===== src/rtl/mux_nway_pipelined.sv =====
// mux_nway_pipelined: N_CH-channel, WIDTH-bit one-stage registered mux with
// a valid/ready handshake. The channel comes either from in_sel (explicit
// mode) or from an internal round-robin pointer (auto mode).
// Compile-time option: MUX_INVERT_EN adds the inv port, which XORs the
// selected data with {WIDTH{inv}} before it is registered.
module mux_nway_pipelined #(
  parameter  int WIDTH = 8,
  parameter  int N_CH  = 4,
  localparam int SEL_W = $clog2(N_CH)
) (
  input  logic                  clk,
  input  logic                  rst_n,
  input  logic                  in_valid,
  output logic                  in_ready,
  input  logic [N_CH*WIDTH-1:0] in_data,
  input  logic [SEL_W-1:0]      in_sel,
  input  logic                  auto_en,
`ifdef MUX_INVERT_EN
  input  logic                  inv,
`endif
  output logic                  out_valid,
  input  logic                  out_ready,
  output logic [WIDTH-1:0]      out_data,
  output logic [SEL_W-1:0]      out_ch
);

  logic [SEL_W-1:0]            rr_ptr;
  logic [SEL_W-1:0]            rr_nxt;
  logic [SEL_W-1:0]            ch;
  logic                        acc;
  logic [N_CH-1:0][WIDTH-1:0]  lane;
  logic [WIDTH-1:0]            sel_data;
  logic [WIDTH-1:0]            load_data;

  // Ready depends only on the output register state, so a producer may
  // legally wait for ready before raising valid.
  assign in_ready = !out_valid || out_ready;
  assign acc      = in_valid && in_ready;
  assign ch       = auto_en ? rr_ptr : in_sel;
  assign rr_nxt   = (rr_ptr == SEL_W'(N_CH - 1)) ? '0 : rr_ptr + 1'b1;

  // Each lane passes its data only when it is the chosen channel; an
  // out-of-range select matches no lane, so the OR below yields all-zero.
  for (genvar k = 0; k < N_CH; k++) begin : g_lane
    assign lane[k] = (ch == SEL_W'(k)) ? in_data[k*WIDTH +: WIDTH] : '0;
  end

  // OR-reduce the one-hot-masked lanes into the selected word.
  always_comb begin
    sel_data = '0;
    for (int k = 0; k < N_CH; k++) sel_data = sel_data | lane[k];
  end

`ifdef MUX_INVERT_EN
  assign load_data = sel_data ^ {WIDTH{inv}};
`else
  assign load_data = sel_data;
`endif

  // Output register: load on accept, drop valid when drained with no refill.
  always_ff @(posedge clk or negedge rst_n) begin
    if (!rst_n) begin
      out_valid <= 1'b0;
      out_data  <= '0;
      out_ch    <= '0;
    end else if (acc) begin
      out_valid <= 1'b1;
      out_data  <= load_data;
      out_ch    <= ch;
    end else if (out_valid && out_ready) begin
      out_valid <= 1'b0;
    end
  end

  // Round-robin pointer: steps only on auto-mode accepts, wraps at N_CH-1.
  always_ff @(posedge clk or negedge rst_n) begin
    if (!rst_n)              rr_ptr <= '0;
    else if (acc && auto_en) rr_ptr <= rr_nxt;
  end

endmodule


===== config.mk =====
export PLATFORM = sky130hd
export DESIGN_NAME = mux_nway_pipelined
export DESIGN_NICKNAME = d
export VERILOG_FILES = /design/src/rtl/mux_nway_pipelined.sv
export SDC_FILE = /design/constraint.sdc
export NUM_CORES = 1
export LEC_CHECK = 0
export BUFFER_PORTS_ARGS = -buffer_cell sky130_fd_sc_hd__buf_2
export CAP_MARGIN = 20
export CELL_PAD_IN_SITES_DETAIL_PLACEMENT = 0
export CELL_PAD_IN_SITES_GLOBAL_PLACEMENT = 1
export CORE_MARGIN = 5
export CORE_UTILIZATION = 34
export CTS_CLUSTER_DIAMETER = 200
export DETAILED_ROUTE_END_ITERATION = 10
export PLACE_DENSITY = 0.9
export SETUP_SLACK_MARGIN = 0.3
export SLEW_MARGIN = 20
export SYNTH_ARGS = -nofsm -noshare
export SYNTH_HDL_FRONTEND = slang
export SYNTH_SLANG_ARGS = --single-unit

===== constraint.sdc =====
create_clock -name clk -period 2.9 [get_ports clk]
set_clock_uncertainty 0.05 [all_clocks]
set_input_delay 0.145 -clock clk [delete_from_list [all_inputs] [get_ports clk]]
set_output_delay 0.145 -clock clk [all_outputs]
set_load 0.03 [all_outputs]

==> flow_summary_export.csv <==
group,metric,value,unit
clock_tree,clock_latency,0.28,ns
clock_tree,clk_pin_slew,0.08,ns
worst_setup_path,cp_slowest_cell,"dfrtp_1",
logic_synthesis,synth_top_cell_by_area,"dfrtp_1",
logic_synthesis,synth_top_family_by_area,"compound AO/OA/AOI/OAI gates",
clock_tree,cts_tree,"built",
worst_setup_path,worstPathCellList,"inv_1 -> o22ai_4 -> a221oi_1 -> a21oi_1",
worst_setup_path,rr_endpoint,"out_data[2]$_DFFE_PN0P_",
power,sw_frac_of_total,0.444,
worst_setup_path,crit_type,"reg -> reg",
sta,rsz0062_at_grt,"no",
global_route,grt_pass1_vias,937,
worst_setup_path,crit_arrival,1.84,ns
worst_setup_path,ff2ff_path_depth,4,
routing,dr_wl_met3,84,um
final_layout,postLayoutCoreUtil,0.448,
power,comb_power_share,0.516,
flow_run,max-cap-violations,0,
sta,fin_tns_setup,0,ns
worst_setup_path,cp.required,3.06,ns
routing,drcViolationCount,0,
final_layout,fin_nets,181,
clock_tree,htree_levels,1,
sta,fin_crit,1.69,ns
logic_synthesis,synth.area.top_cells,"dfrtp_1 35%, mux2i_1 18%, o22ai_4 6.4%",
hold_path,worstHoldPathType,"in -> reg",
global_route,antenna_found_initial,0,
sta,setup-violations-final,0,
worst_setup_path,end_kind,"flop",
routing,drt_wl_total,2.49,mm
routing,routedWlPerCell,14.5,um
die,die_w,62.5,um
worst_setup_path,crit_path_start_kind,"flop",
worst_setup_path,critPathMaxFanout,14,
die,core_area,0.00271,sq mm
global_route,grt_first_pass_wirelength,4.29,mm
power,seqPwrFrac,0.354,
routing,antenna_left,0,
power,powerDensity,712,mW/mm^2
routing,dr.pass1.iters,4,
global_route,grt_use_total,0.135,
power,p_sw,384,uW
routing,wl_met1,1.06,mm
clock_tree,cts_root_buffer,"clkbuf_4",
logic_synthesis,yosysSeqAreaShare,0.347,
clock_tree,cts.repair.resized,0,
logic_synthesis,ys_ff_latch,13,
placed_design,pre_cts_ws,1.21,ns
worst_setup_path,r2r_start,"rr_ptr[1]$_DFFE_PN0P_",
hold_path,whs_endpoint,"out_valid$_DFFE_PN0P_",
clock_tree,cts_sinks,13,
worst_setup_path,slowest_delay,0.74,ns
sta,max_freq,593,MHz
power,internal_power,480,uW
power,p_leak,0.581,nW
routing,wl_met2,1.29,mm
power,vdd_drop_max,0.281,mV
logic_synthesis,synthXorXnorAreaFrac,0,
clock_tree,numCtsBuffers,3,
die,start_util,0.346,
hold_path,worst_hold_startpoint,"in_valid",
worst_setup_path,reg2reg_setup_slack,1.21,ns
die,pin_count,51,
logic_synthesis,synthesis.area,938,sq um
global_route,gr-total-overflow,0,
clock_tree,postCtsHoldBufs,1,
logic_synthesis,synth_mux_area_frac,0.205,
power,p_total,865,uW
sta,tightest_slew,0.646,ns
sta,maxSlewHeadroom,0.569,
logic_synthesis,synth_compound_area_frac,0.269,
placed_design,io_buffers,50,
routing,maxUsedRoutingLayer,"met4",
final_layout,final_layout_size_suffix_gt1_frac,0.443,
final_layout,stdcell_area,0.00121,sq mm
sta,drv_slew,0,
logic_synthesis,synth.avg_cell_area,10.2,sq um
logic_synthesis,synth_fa_ha_area_frac,0.0133,
final_layout,syn_to_final_growth,29.3,%
routing,dr.first_iter.drc_count,15,
clock_tree,cts.path.max_buffers,2,
logic_synthesis,synth-simple-area-share,0.103,
logic_synthesis,synthCells,92,
sta,final-hold-violation-count,0,
logic_synthesis,ys_types,24,
run_status,status,"completed",
sta,setup_ws,1.21,ns
clock_tree,post-cts-setup-buffers,0,
logic_synthesis,yosysTopAreaCellShare,0.347,
die,dieArea,0.00391,sq mm
power,p_clk_frac,0.130,
placed_design,placed_area,0.00118,sq mm
placed_design,dpl.hpwl,2.08,mm
routing,vias,887,
logic_synthesis,syn_nets,132,
global_route,grt_max_degree,22,
placed_design,gp_congestion,0.761,
sta,fin_crit_sh,0.582,
die,die_h,62.5,um
final_layout,antenna_cells,0,
die,num_rows,19,
routing,vias_per_cell,5.19,
logic_synthesis,yosysWarnings,0,
hold_path,min_path_cells,2,
## Yosys cell counts
master,instances
mux2i_1,17
dfrtp_1,13
nor2_1,11
a21oi_1,9
o22ai_1,8
a221oi_1,6
nand2b_1,3
o22ai_4,3
a221oi_2,2
buf_2,2
buf_6,2
inv_1,2
mux2_2,2
nand2_1,2
a31oi_1,1
and2_1,1
buf_4,1
clkbuf_1,1
clkbuf_4,1
ha_1,1
nand2b_2,1
o32ai_1,1
or2_1,1
or2b_1,1
## cell families after synthesis
group / Yosys count
buffers and inverters: 9
adder cells (fa/ha/maj): 1
flip-flops: 13
multiplexers: 19
AND/OR/NAND/NOR: 20
AO/OA/AOI/OAI: 30
## cell usage in the layout (no fill, tap or decap), types with 3 or more instances in the layout
| cell type | instances |
|---|---|
| nor2_1 | 11 |
| clkbuf_4 | 3 |
| mux2i_1 | 17 |
| o22ai_1 | 8 |
| a21oi_1 | 9 |
| o22ai_4 | 3 |
| a221oi_1 | 6 |
| nand2b_1 | 3 |
| dfrtp_1 | 13 |
| buf_2 | 50 |
## metrics by stage
step                hold slack, ns  cells
floorplan                   -0.201     92
global placement           -0.0109    166
global route                0.0277    171
detailed placement        -0.00500    166
CTS                        0.00210    171
finish                      0.0114    171
## worst max-delay path, delay by kind of cell, from the launching register on
kind	cells	cell delay, ns
compound gates	3	0.57
buf+inv	1	0.24
flops	1	0.74
## power groups by stage
| stage | combinational (mW) | clock, mW | sequential, mW |
|---|---|---|---|
| finish | 0.446 | 0.112 | 0.306 |
| detailed placement | 0.445 | 0 | 0.312 |
| CTS | 0.448 | 0.117 | 0.308 |
| floorplan | 0.282 | 0 | 0.361 |
| global route | 0.490 | 0.127 | 0.317 |
| global placement | 0.435 | 0 | 0.307 |
## registers in the layout (all words and copies together) (netlist names)
register,cells
out_valid,1
rr_ptr,2
out_data,8
out_ch,2
## layout make-up
cell class                 count  area (sq um)
timing repair buffer          51           260
clock inverter                 1          5.00
sequential                    13           325
inverter                       2          7.51
fill                         307          1500
tap                           31          38.8
multi-input combinational     70           554
clock buffer                   3          22.5
## worst max-delay path by stage
| stage | start | cells after the start | endpoint |
|---|---|---|---|
| floorplan | out_valid$_DFFE_PN0P_ | 4 | rr_ptr[0]$_DFFE_PN0P_ |
| global placement | out_valid$_DFFE_PN0P_ | 4 | rr_ptr[1]$_DFFE_PN0P_ |
| detailed placement | rr_ptr[1]$_DFFE_PN0P_ | 4 | out_data[2]$_DFFE_PN0P_ |
| CTS | rr_ptr[1]$_DFFE_PN0P_ | 4 | out_data[2]$_DFFE_PN0P_ |
| global route | out_valid$_DFFE_PN0P_ | 4 | rr_ptr[0]$_DFFE_PN0P_ |
| finish | rr_ptr[1]$_DFFE_PN0P_ | 4 | out_data[2]$_DFFE_PN0P_ |
## routing by layer
metal / GRT usage / vias up
li1: - / 450
met1: 0.161 / 407
met2: 0.231 / 25
met3: 0.0198 / 5
met4: 0.0716 / 0
met5: 0 / -
No activity file was read; power rests on OpenSTA's default activity.
